[config.mk]
export PLATFORM = sky130hd
export DESIGN_NAME = uart_stream_receiver_flat
export DESIGN_NICKNAME = d
export VERILOG_FILES = /design/src/rtl/uart_pkg.sv /design/src/rtl/uart_stream_receiver_if.sv /design/src/rtl/stream_sync_fifo.sv /design/src/rtl/uart_stream_receiver.sv /design/src/flat_wrapper.sv
export SDC_FILE = /design/constraint.sdc
export NUM_CORES = 1
export LEC_CHECK = 0
export CORE_UTILIZATION = 30
export CTS_CLUSTER_SIZE = 28
export DETAILED_ROUTE_END_ITERATION = 8
export GPL_TIMING_DRIVEN = 0
export PLACE_DENSITY = 0.55
export SKIP_CTS_REPAIR_TIMING = 1
export SYNTH_ARGS = -nofsm -noshare
export SYNTH_HDL_FRONTEND = slang
export SYNTH_SLANG_ARGS = --single-unit
export TNS_END_PERCENT = 20
[constraint.sdc]
create_clock -name clock -period 4.58 [get_ports clock]
set_input_delay 0.458 -clock clock [delete_from_list [all_inputs] [get_ports clock]]
set_output_delay 0.458 -clock clock [all_outputs]
set_load 0.005 [all_outputs]
[src/rtl/uart_pkg.sv]
// Shared types and elaboration helpers for the UART stream receiver.
// The RX_PARITY state exists only when UART_PARITY_EN is defined.
package uart_pkg;

`ifdef UART_PARITY_EN
    typedef enum logic [2:0] {
        RX_IDLE, RX_START, RX_DATA, RX_PARITY, RX_STOP, RX_WAIT_HIGH
    } rx_state_t;
`else
    typedef enum logic [2:0] {
        RX_IDLE, RX_START, RX_DATA, RX_STOP, RX_WAIT_HIGH
    } rx_state_t;
`endif

    // Counts data bits 0..DATA_BITS-1 (DATA_BITS <= 9) and stop bits.
    localparam int unsigned BIT_CNT_W = 4;

    function automatic int unsigned calc_divisor(int unsigned clk_hz,
                                                 int unsigned baud,
                                                 int unsigned os);
        return clk_hz / (baud * os);
    endfunction

    function automatic int unsigned cnt_width(int unsigned n);
        return (n > 1) ? $clog2(n) : 1;
    endfunction

    function automatic int unsigned mid_sample(int unsigned os);
        return os / 2 - 1;
    endfunction

endpackage

[src/rtl/uart_stream_receiver_if.sv]
// Ready/valid byte stream plus FIFO occupancy leaving the UART receiver.
interface uart_stream_if #(
    parameter int unsigned DATA_BITS  = 8,
    parameter int unsigned FIFO_DEPTH = 16
);
    localparam int unsigned COUNT_W = $clog2(FIFO_DEPTH) + 1;

    logic [DATA_BITS-1:0] data_out;
    logic                 data_out_valid;
    logic                 data_out_ready;
    logic [COUNT_W-1:0]   fifo_count;

    modport master (output data_out, data_out_valid, fifo_count, input data_out_ready);
    modport slave  (input data_out, data_out_valid, fifo_count, output data_out_ready);
endinterface

[src/rtl/stream_sync_fifo.sv]
// First-word fall-through synchronous FIFO with ready/valid output,
// occupancy count and a drop-on-full overflow pulse.
module stream_sync_fifo #(
    parameter int unsigned WIDTH = 8,
    parameter int unsigned DEPTH = 16
) (
    input  logic               clock,
    input  logic               reset,
    input  logic               push,
    input  logic [WIDTH-1:0]   push_data,
    output logic [WIDTH-1:0]   data,
    output logic               valid,
    input  logic               ready,
    output logic [$clog2(DEPTH):0] count,
    output logic               overflow
);
    localparam int unsigned PTR_W = $clog2(DEPTH);
    localparam int unsigned CNT_W = PTR_W + 1;

    logic [WIDTH-1:0] mem [DEPTH];
    logic [PTR_W-1:0] wr_ptr;
    logic [PTR_W-1:0] rd_ptr;
    logic [CNT_W-1:0] count_next;
    logic             full_c;
    logic             do_push_c;
    logic             do_pop_c;

    assign data = mem[rd_ptr];

    // A full FIFO still accepts a push when the head is leaving in the same cycle.
    always_comb begin
        full_c     = (count == CNT_W'(DEPTH));
        do_pop_c   = valid && ready;
        do_push_c  = push && (!full_c || do_pop_c);
        count_next = count;
        if (do_push_c && !do_pop_c) begin
            count_next = count + CNT_W'(1);
        end else if (!do_push_c && do_pop_c) begin
            count_next = count - CNT_W'(1);
        end
    end

    always_ff @(posedge clock) begin
        if (reset) begin
            wr_ptr   <= '0;
            rd_ptr   <= '0;
            count    <= '0;
            valid    <= 1'b0;
            overflow <= 1'b0;
            for (int i = 0; i < int'(DEPTH); i++) begin
                mem[i] <= '0;
            end
        end else begin
            overflow <= push && full_c && !do_pop_c;
            if (do_push_c) begin
                mem[wr_ptr] <= push_data;
                wr_ptr      <= wr_ptr + PTR_W'(1);
            end
            if (do_pop_c) begin
                rd_ptr <= rd_ptr + PTR_W'(1);
            end
            count <= count_next;
            valid <= (count_next != '0);
        end
    end

endmodule

[src/rtl/uart_stream_receiver.sv]
// Oversampling UART receiver feeding a ready/valid stream through a FIFO.
// Define UART_PARITY_EN to add a parity bit check after the data bits.
module uart_stream_receiver
    import uart_pkg::*;
#(
    parameter int unsigned CLOCK_FREQUENCY = 100_000_000,
    parameter int unsigned BAUD_RATE       = 115_200,
    parameter int unsigned OVERSAMPLE      = 16,
    parameter int unsigned DATA_BITS       = 8,
    parameter int unsigned STOP_BITS       = 1,
    parameter int unsigned FIFO_DEPTH      = 16,
    parameter int unsigned PARITY_ODD      = 0
) (
    input  logic          clock,
    input  logic          reset,
    input  logic          uart_receive,
    uart_stream_if.master stream,
    output logic          frame_error,
    output logic          parity_error,
    output logic          overflow
);
    localparam int unsigned DIVISOR    = calc_divisor(CLOCK_FREQUENCY, BAUD_RATE, OVERSAMPLE);
    localparam int unsigned DIV_W      = cnt_width(DIVISOR);
    localparam int unsigned SMP_W      = cnt_width(OVERSAMPLE);
    localparam int unsigned MID_SAMPLE = mid_sample(OVERSAMPLE);

    if (DIVISOR < 1) begin : g_bad_divisor
        $error("uart_stream_receiver: clock too slow for BAUD_RATE*OVERSAMPLE");
    end
    if (OVERSAMPLE < 4 || (OVERSAMPLE % 2) != 0) begin : g_bad_oversample
        $error("uart_stream_receiver: OVERSAMPLE must be even and >= 4");
    end
    if (DATA_BITS < 5 || DATA_BITS > 9) begin : g_bad_data_bits
        $error("uart_stream_receiver: DATA_BITS must be 5..9");
    end
    if (STOP_BITS < 1 || STOP_BITS > 2) begin : g_bad_stop_bits
        $error("uart_stream_receiver: STOP_BITS must be 1 or 2");
    end
    if (FIFO_DEPTH < 2 || (FIFO_DEPTH & (FIFO_DEPTH - 1)) != 0) begin : g_bad_depth
        $error("uart_stream_receiver: FIFO_DEPTH must be a power of two >= 2");
    end
    if (PARITY_ODD > 1) begin : g_bad_parity
        $error("uart_stream_receiver: PARITY_ODD must be 0 or 1");
    end

    logic                 sync_meta;
    logic                 rx;
    logic [DIV_W-1:0]     div_cnt;
    logic                 tick_c;
    rx_state_t            state;
    rx_state_t            state_next;
    logic [SMP_W-1:0]     smp_cnt;
    logic [SMP_W-1:0]     smp_next;
    logic [BIT_CNT_W-1:0] bit_cnt;
    logic [BIT_CNT_W-1:0] bit_next;
    logic [DATA_BITS-1:0] shift;
    logic [DATA_BITS-1:0] shift_next;
    logic                 push_c;
    logic                 push_q;
    logic                 frame_err_c;
    logic                 bit_end_c;
`ifdef UART_PARITY_EN
    logic                 par_bad;
    logic                 par_bad_next;
    logic                 parity_err_c;
`endif

    // Two-flop synchronizer; the line idles high.
    always_ff @(posedge clock) begin
        if (reset) begin
            sync_meta <= 1'b1;
            rx        <= 1'b1;
        end else begin
            sync_meta <= uart_receive;
            rx        <= sync_meta;
        end
    end

    assign tick_c = (div_cnt == DIV_W'(DIVISOR - 1));

    always_ff @(posedge clock) begin
        if (reset) begin
            div_cnt <= '0;
        end else begin
            div_cnt <= tick_c ? '0 : div_cnt + DIV_W'(1);
        end
    end

    assign bit_end_c = tick_c && (smp_cnt == SMP_W'(OVERSAMPLE - 1));

    // Next-state logic; every sample after the start bit lands mid-bit.
    always_comb begin
        state_next  = state;
        smp_next    = smp_cnt;
        bit_next    = bit_cnt;
        shift_next  = shift;
        push_c      = 1'b0;
        frame_err_c = 1'b0;
`ifdef UART_PARITY_EN
        par_bad_next = par_bad;
        parity_err_c = 1'b0;
`endif
        if (tick_c && state != RX_IDLE && state != RX_WAIT_HIGH) begin
            smp_next = bit_end_c ? '0 : smp_cnt + SMP_W'(1);
        end
        unique case (state)
            RX_IDLE: begin
                if (!rx) begin
                    smp_next   = '0;
                    state_next = RX_START;
                end
            end
            RX_START: begin
                if (tick_c && smp_cnt == SMP_W'(MID_SAMPLE)) begin
                    smp_next = '0;
                    bit_next = '0;
`ifdef UART_PARITY_EN
                    par_bad_next = 1'b0;
`endif
                    state_next = rx ? RX_IDLE : RX_DATA;
                end
            end
            RX_DATA: begin
                if (bit_end_c) begin
                    shift_next = {rx, shift[DATA_BITS-1:1]};
                    if (bit_cnt == BIT_CNT_W'(DATA_BITS - 1)) begin
                        bit_next = '0;
`ifdef UART_PARITY_EN
                        state_next = RX_PARITY;
`else
                        state_next = RX_STOP;
`endif
                    end else begin
                        bit_next = bit_cnt + BIT_CNT_W'(1);
                    end
                end
            end
`ifdef UART_PARITY_EN
            RX_PARITY: begin
                if (bit_end_c) begin
                    if (rx != ((^shift) ^ 1'(PARITY_ODD))) begin
                        parity_err_c = 1'b1;
                        par_bad_next = 1'b1;
                    end
                    state_next = RX_STOP;
                end
            end
`endif
            RX_STOP: begin
                if (bit_end_c) begin
                    if (!rx) begin
                        frame_err_c = 1'b1;
                        state_next  = RX_WAIT_HIGH;
                    end else if (bit_cnt == BIT_CNT_W'(STOP_BITS - 1)) begin
`ifdef UART_PARITY_EN
                        push_c = !par_bad;
`else
                        push_c = 1'b1;
`endif
                        state_next = RX_IDLE;
                    end else begin
                        bit_next = bit_cnt + BIT_CNT_W'(1);
                    end
                end
            end
            RX_WAIT_HIGH: begin
                if (rx) begin
                    state_next = RX_IDLE;
                end
            end
            default: state_next = RX_IDLE;
        endcase
    end

    always_ff @(posedge clock) begin
        if (reset) begin
            state       <= RX_IDLE;
            smp_cnt     <= '0;
            bit_cnt     <= '0;
            shift       <= '0;
            push_q      <= 1'b0;
            frame_error <= 1'b0;
        end else begin
            state       <= state_next;
            smp_cnt     <= smp_next;
            bit_cnt     <= bit_next;
            shift       <= shift_next;
            push_q      <= push_c;
            frame_error <= frame_err_c;
        end
    end

`ifdef UART_PARITY_EN
    always_ff @(posedge clock) begin
        if (reset) begin
            par_bad      <= 1'b0;
            parity_error <= 1'b0;
        end else begin
            par_bad      <= par_bad_next;
            parity_error <= parity_err_c;
        end
    end
`else
    assign parity_error = 1'b0;
`endif

    // shift holds the completed byte until the next frame's data bits begin.
    stream_sync_fifo #(
        .WIDTH (DATA_BITS),
        .DEPTH (FIFO_DEPTH)
    ) u_fifo (
        .clock     (clock),
        .reset     (reset),
        .push      (push_q),
        .push_data (shift),
        .data      (stream.data_out),
        .valid     (stream.data_out_valid),
        .ready     (stream.data_out_ready),
        .count     (stream.fifo_count),
        .overflow  (overflow)
    );

endmodule

[src/flat_wrapper.sv]
// flat-port wrapper written by rule: the top's interface ports become plain ports
module uart_stream_receiver_flat import uart_pkg::*;
#(
    parameter int unsigned CLOCK_FREQUENCY = 100_000_000,
    parameter int unsigned BAUD_RATE       = 115_200,
    parameter int unsigned OVERSAMPLE      = 16,
    parameter int unsigned DATA_BITS       = 8,
    parameter int unsigned STOP_BITS       = 1,
    parameter int unsigned FIFO_DEPTH      = 16,
    parameter int unsigned PARITY_ODD      = 0
)
  (clock, reset, uart_receive, frame_error, parity_error, overflow, stream_data_out, stream_data_out_valid, stream_fifo_count, stream_data_out_ready);
  uart_stream_if #(.DATA_BITS(DATA_BITS), .FIFO_DEPTH(FIFO_DEPTH)) stream_i ();
  input  logic clock;
  input  logic reset;
  input  logic uart_receive;
  output logic frame_error;
  output logic parity_error;
  output logic overflow;
  output wire logic [$bits(stream_i.data_out)-1:0] stream_data_out;
  output wire logic [$bits(stream_i.data_out_valid)-1:0] stream_data_out_valid;
  output wire logic [$bits(stream_i.fifo_count)-1:0] stream_fifo_count;
  input wire logic [$bits(stream_i.data_out_ready)-1:0] stream_data_out_ready;
  assign stream_data_out = stream_i.data_out;
  assign stream_data_out_valid = stream_i.data_out_valid;
  assign stream_fifo_count = stream_i.fifo_count;
  assign stream_i.data_out_ready = stream_data_out_ready;
  uart_stream_receiver #(.CLOCK_FREQUENCY(CLOCK_FREQUENCY), .BAUD_RATE(BAUD_RATE), .OVERSAMPLE(OVERSAMPLE), .DATA_BITS(DATA_BITS), .STOP_BITS(STOP_BITS), .FIFO_DEPTH(FIFO_DEPTH), .PARITY_ODD(PARITY_ODD)) u_core (.clock(clock), .reset(reset), .uart_receive(uart_receive), .stream(stream_i), .frame_error(frame_error), .parity_error(parity_error), .overflow(overflow));
endmodule
==> impl_results.md, run 1 <==
- Fin crit period: 3510 ps
- Core ar.: 27,000 um^2
- Die X: 168 um
- CTS clk-pin slew, worst paths: 70 ps
- Die area: 28,200 um^2
- Period utilisation layout: around 77%
- Syn Std Cell Area: 8260 um^2
- CTS tree: yes
- Met2 usage: 22.0%
- Initial Utilization: 30.7%
- Achievable Freq: 285 MHz
- Most numerous cell in the Yosys netlist: and2_1
- Worst Tran Pin Value: 1400 ps
- Vias in the first global route: 4,739
- Async SR Flop Fraction: 0%
- HP Class: flip-flop to flip-flop
- Fillers: roughly 2,600
- Area grow syn2layout: 15.1%
- Synth top area cells: edfxtp_1 47%, dfxtp_1 12%, and2_1 9.8%, mux4_1 8.9%, mux4_2 3.3%
- Total grt overflow: 0
- Final hold slack: 415 ps
- Synth Net Count: 620
- Final Wtd Congestion: 0.807
- Worst-Skew Late Latency: around 440 ps
- Chip Height: 168 um
- 1st-iter DRT viols: 277
- Via density: ~4.7
- RSZ-0062 raised after global routing: false
- Io pins: 21
- Total GRT Usage: 13.7%
- Pwr dens: 402 nW/um^2
- Grt peak-use layer: met2
- Slowest-stage cell, CP: clkbuf_1
- CTS root buf: clkbuf_16
- Crit path largest cell delay: 630 ps
- CTS Buffer Depth: 2
- Post-DP HPWL: approximately 13,000 um
- Total CTS buffers: 17
- Leak: 3.23 nW
- Crit. End Element: output port
- Final wirelength: 18,500 um
- Layout cells sized above 1: 13.8%
- GR Util met1: ~18%
- Pwr Total: approximately 3.8 mW
- Part of the Yosys area used for sequential elements: approximately 58%
- Worst EP required: 4120 ps
- Outcome: completed
- Antenna diodes: 0
- YS warnings: 0
- Max-slew headroom: 5.50%
- Port bufs: 19
- Syn avg cell area: 13.7 um^2
- Synth Register Bits: 176
- R2R Setup Slk: about 1500 ps
- Max cap viols: 0
- Synth cell count leaders: 129 x and2_1, 128 x edfxtp_1, 48 x dfxtp_1
- DRC Markers: 0
- Main synth FF type: edfxtp_1
- Top cell type's share of synthesized area: 46.5%
- Synth cell types: 57
- Largest net degree at the start of global routing: 21
- Routed len/inst: 18.5 um
- Clock Skew: approximately 16 ps
- First-pass GRT wire length: 28,100 um
- Clk sink count: 176
- TNS Setup: 0 ps
- Detail Route Antenna Nets: 0
- Final slew viol count: 0
- Initial antenna violation count: 0
- EDFF count, synth: 128
- Via count: 4,749
- Crit Path Class: flip-flop to output port
- Final setup violation count: 0
- CP arrival: 3050 ps
- Pre-Repair DR Iteration Count: 4
- CP max FO: 10
- Gate Count Post-Synth: between 600 and 700
- H-tree Lvls: 4
- Worst path cell trace: clkbuf_1 -> mux4_1 -> mux4_2 -> clkdlybuf4s50_1
- Number of core rows: 60
- Leading area contributor after synthesis: edfxtp_1
- Peak supply drop: 0.225 mV
- GRT met3 Usage: 2.44%
- Setup crit start kind: flip-flop
- Nets: 662
- Final number of hold-violating endpoints: 0
worst max-delay path, delay by kind of cell (launching register included):
kind / cells / cell delay (ps)
multiplexers: 2 / 1070
buffers and inverters: 2 / 1100
flip-flops: 1 / 460
kinds of logic (layout without fill, tap and decap cells):
logic type      Yosys count  after routing  synth area share [%]
compound gates           54             54                  3.97
xor+xnor                 13             13                  1.38
fa+ha+maj                12             12                  1.82
buf+inv                  41             96                  2.44
flops                   176            176                  58.1
mux                      51             51                  13.5
other cells               1              1                0.0454
simple gates            256            256                  18.7
routing by layer:
layer / share of wire [%] / wire [um]
met3: 3.1 / 577
met4: 3.3 / 614
met2: 47 / 8780
met1: 46 / 8580
met5: 0 / 0
path summary, 6_finish.rpt:
check / start / end / cells after the start
max: flip-flop / stream_data_out[0] / 4
min: u_core.sync_meta / u_core.rx / 1
max reg2reg: u_core.u_fifo.count[1] / u_core.u_fifo.mem[7][3] / 6
min reg2reg: u_core.sync_meta / u_core.rx / 1
cell usage in the layout (no fill, tap or decap), types with 5 or more instances in the layout:
master / instances
edfxtp_1: 128
mux4_2: 12
nor3_4: 5
clkbuf_1: 17
nand2b_1: 5
xor2_1: 9
mux4_1: 28
inv_1: 10
clkbuf_16: 17
o21ai_0: 17
a21oi_1: 16
clkinv_8: 6
nand3_1: 9
dfxtp_1: 48
inv_6: 5
nor2_2: 12
nand4_1: 6
ha_1: 12
buf_2: 6
and2_1: 129
nand2_1: 17
nor2_1: 40
clkdlybuf4s50_1: 19
mux2i_1: 11
or2_2: 5
state kept, by name (all words and copies together), names as in the netlist, 3 cells and up, named ones only:
name,flops
u_core.state,3
u_core.shift,8
u_core.u_fifo.count,5
u_core.smp_cnt,4
u_core.bit_cnt,4
u_core.div_cnt,6
u_core.u_fifo.wr_ptr,4
u_core.u_fifo.mem,128
u_core.u_fifo.rd_ptr,4
report_power, final:
| part | total (mW) | internal (mW) | switching, mW |
|---|---|---|---|
| sequential | 1.84 | 1.79 | 0.0488 |
| clock | 1.46 | 0.740 | 0.718 |
| combinational | 0.526 | 0.274 | 0.252 |
per-stage QoR:
stage               worst slack, ps  std cells  cell area (um^2)  utilization (%)
floorplan                      2160        604              8260                -
global placement               1360        964              8880             33.0
detailed placement             1350        966              8890             33.0
CTS                            1050        998              9500             35.2
global route                   1040       1000              9510             35.3
finish                         1070       1000              9510             35.3
cell type report:
class,count,area [um^2],area share [%]
multi-input combinational,387,3260,34.2
clock inverter,15,180,1.89
buffer,31,164,1.72
inverter,10,37.5,0.395
sequential,176,4800,50.5
tap,341,427,4.48
clock buffer,17,425,4.47
timing repair buffer,23,218,2.29
(Power assumes the default switching activity.)
==> run 2, diff against run 1 <==
- PLACE_DENSITY: 0.55 -> 0.56
- clock period: 4.58 -> 3 ns (I/O delays scaled with it)
==> impl_results.md, run 2 (synthesis results as in run 1) <==
- Crit path largest cell delay: 560 ps (-70 ps)
- Layout Cells excl Fill: 998 (-0.20%)
- Post-DP HPWL: 12,600 um (-1.0%)
- Die X: 168 um (unchanged)
- Fin area: 9500 um^2 (-0.20%)
- Antenna diodes: 0 (unchanged)
- DRC Markers: 0 (unchanged)
- Crit. End Element: output port
- Pwr dens: 627 nW/um^2 (+56%)
- Via density: 4.76 (+0.20%)
- Max-slew headroom: 34.1% (+29 points)
- Commonest non-fill, non-tap cells in the layout: 129 x and2_1, 128 x edfxtp_1, 48 x dfxtp_1, 40 x nor2_1, 26 x mux4_2
- CP top delay family: multiplexers
- Initial Utilization: 30.7% (unchanged)
- CP max FO: 10 (unchanged)
- CTS clk-pin slew, worst paths: 70 ps (about the same)
- Io pins: 21 (unchanged)
- Pre-Repair DR Iteration Count: 5 (+1)
- Worst Tran Pin Value: 982 ps (-421 ps)
- Crit Path Class: flip-flop to output port
- Largest net degree at the start of global routing: 21 (unchanged)
- Fin crit period: 2950 ps
- Comb pwr share: 14.0% (+0.2 points)
- Fin util: 35.2% (-0.070 points)
- Nets: 660 (-0.30%)
- CTS Buffer Depth: 2 (unchanged)
- Total CTS buffers: 17 (unchanged)
- Leak: 3.21 nW (-0.69%)
- TNS Setup: 0 ps (unchanged)
- Total grt overflow: 0 (unchanged)
- Most used cell, CP: mux4_2
- CTS tree: yes
- Placed cell area: 8880 um^2 (-0.14%)
- Final slew viol count: 0 (unchanged)
- Port bufs: 19 (unchanged)
- Final setup violation count: 0 (unchanged)
- Setup crit start kind: flip-flop
- Reg power frac: 47.1% (-1.0 points)
- Final number of hold-violating endpoints: 0 (unchanged)
- Worst EP required: 2700 ps (-1420 ps)
- Die area: 28,200 um^2 (unchanged)
- Total GRT Usage: 13.5% (-0.18 points)
- RSZ-0062 raised after global routing: true
- CP arrival: 2650 ps (-400 ps)
- Area grow syn2layout: 14.9%
- H-tree Lvls: 4 (unchanged)
- Routed len/inst: 18.5 um (-0.42%)
- Vias in the first global route: 4,817 (+1.6%)
- Chip Height: 168 um (unchanged)
- WP buf/inv: 3 (+1)
- Via count: 4,749 (unchanged)
- CTS root buf: clkbuf_16
- Most common cell after layout, fill and taps aside: and2_1
- HP Class: flip-flop to flip-flop
- Pint: 4.39 mW (+56%)
- Setup ws final: 54.5 ps (-1010 ps)
- Placed cells: 964 (-0.21%)
- Number of flip-flops under the largest register name: 128 (unchanged)
- Worst-Skew Late Latency: 440 ps (about the same)
- 1st-iter DRT viols: 354 (+28%)
- Initial antenna violation count: 1 (+1)
- Peak supply drop: 0.444 mV (+98%)
- Core ar.: 27,000 um^2 (unchanged)
- Final wirelength: 18,400 um (-0.61%)
- Biggest regs: u_core.u_fifo.mem x128, u_core.shift x8, u_core.div_cnt x6
- Outcome: completed
- Post-Place Worst Slack: -69.5 ps (-1420 ps)
- Detail Route Antenna Nets: 0 (unchanged)
- Sw frac: 26.4% (-0.26 points)
- Top reg by flops: u_core.u_fifo.mem
- Clock Power Share: 38.9% (+0.7 points)
- Clock Skew: 13.1 ps (-3.19 ps)
- Final Wtd Congestion: 0.808 (+0.16%)
- Slowest-stage cell, CP: mux4_2
- Worst path cell trace: buf_6 -> buf_12 -> mux4_2 -> mux4_2 -> clkdlybuf4s50_1
- Net Switching: 1.57 mW (+54%)
- Number of core rows: 60 (unchanged)
- Max cap viols: 0 (unchanged)
- Achievable Freq: 340 MHz
- Layout cells sized above 1: 16.1% (+2.3 points)
- Period utilisation layout: 98.2%
- Clk sink count: 176 (unchanged)
- First-pass GRT wire length: 28,000 um (-0.44%)
-- run 2: changes by cell type in the layout (fill, tap and decap cells not counted), sizes merged --
cell / change
dlymetal6s2s: +1
buf: -4
clkinv: -1
bufinv: +1
clkbuf: +2
clkdlybuf4s50: -1
-- run 2: path summary, 6_finish.rpt --
path / to / slack [ps] / start / depth (start not counted)
min reg2reg: u_core.rx / 410 / u_core.sync_meta / 1
min: u_core.rx / 410 / u_core.sync_meta / 1
max reg2reg: u_core.u_fifo.mem[11][7] / 260 / u_core.u_fifo.count[0] / 6
max: stream_data_out[1] / 50 / flip-flop / 5
-- run 2: final cells by class --
cell class | count | area [um^2]
multi-input combinational | 387 | 3210
clock inverter | 15 | 200
timing repair buffer | 21 | 208
fill | 2586 | 17500
clock buffer | 17 | 425
inverter | 10 | 37.5
tap | 341 | 427
sequential | 176 | 4800
buffer | 31 | 188
-- run 2: routing by layer --
metal / vias up / GRT usage, % / share of wire, %
li1: 2289 / - / -
met4: 0 / 5.50 / 2.3
met3: 23 / 2.91 / 4.5
met5: - / 0 / 0
met2: 103 / 22.1 / 48
met1: 2334 / 17.4 / 45
-- run 2: power groups by stage --
stage / clock network [mW] / logic [mW] / registers, mW
floorplan: 0 / 0.521 / 2.84
global placement: 0 / 0.803 / 2.86
detailed placement: 0 / 0.809 / 2.86
CTS: 2.35 / 0.813 / 2.81
global route: 2.45 / 0.897 / 2.82
finish: 2.32 / 0.834 / 2.81
-- run 2: stage by stage --
| step | power (mW) | hold WS (ps) |
|---|---|---|
| after floorplan | 3.36 | 389 |
| after global routing | 6.17 | 437 |
| after CTS | 5.97 | 404 |
| final | 5.96 | 414 |
| after detailed placement | 3.67 | 397 |
| after global placement | 3.66 | 391 |
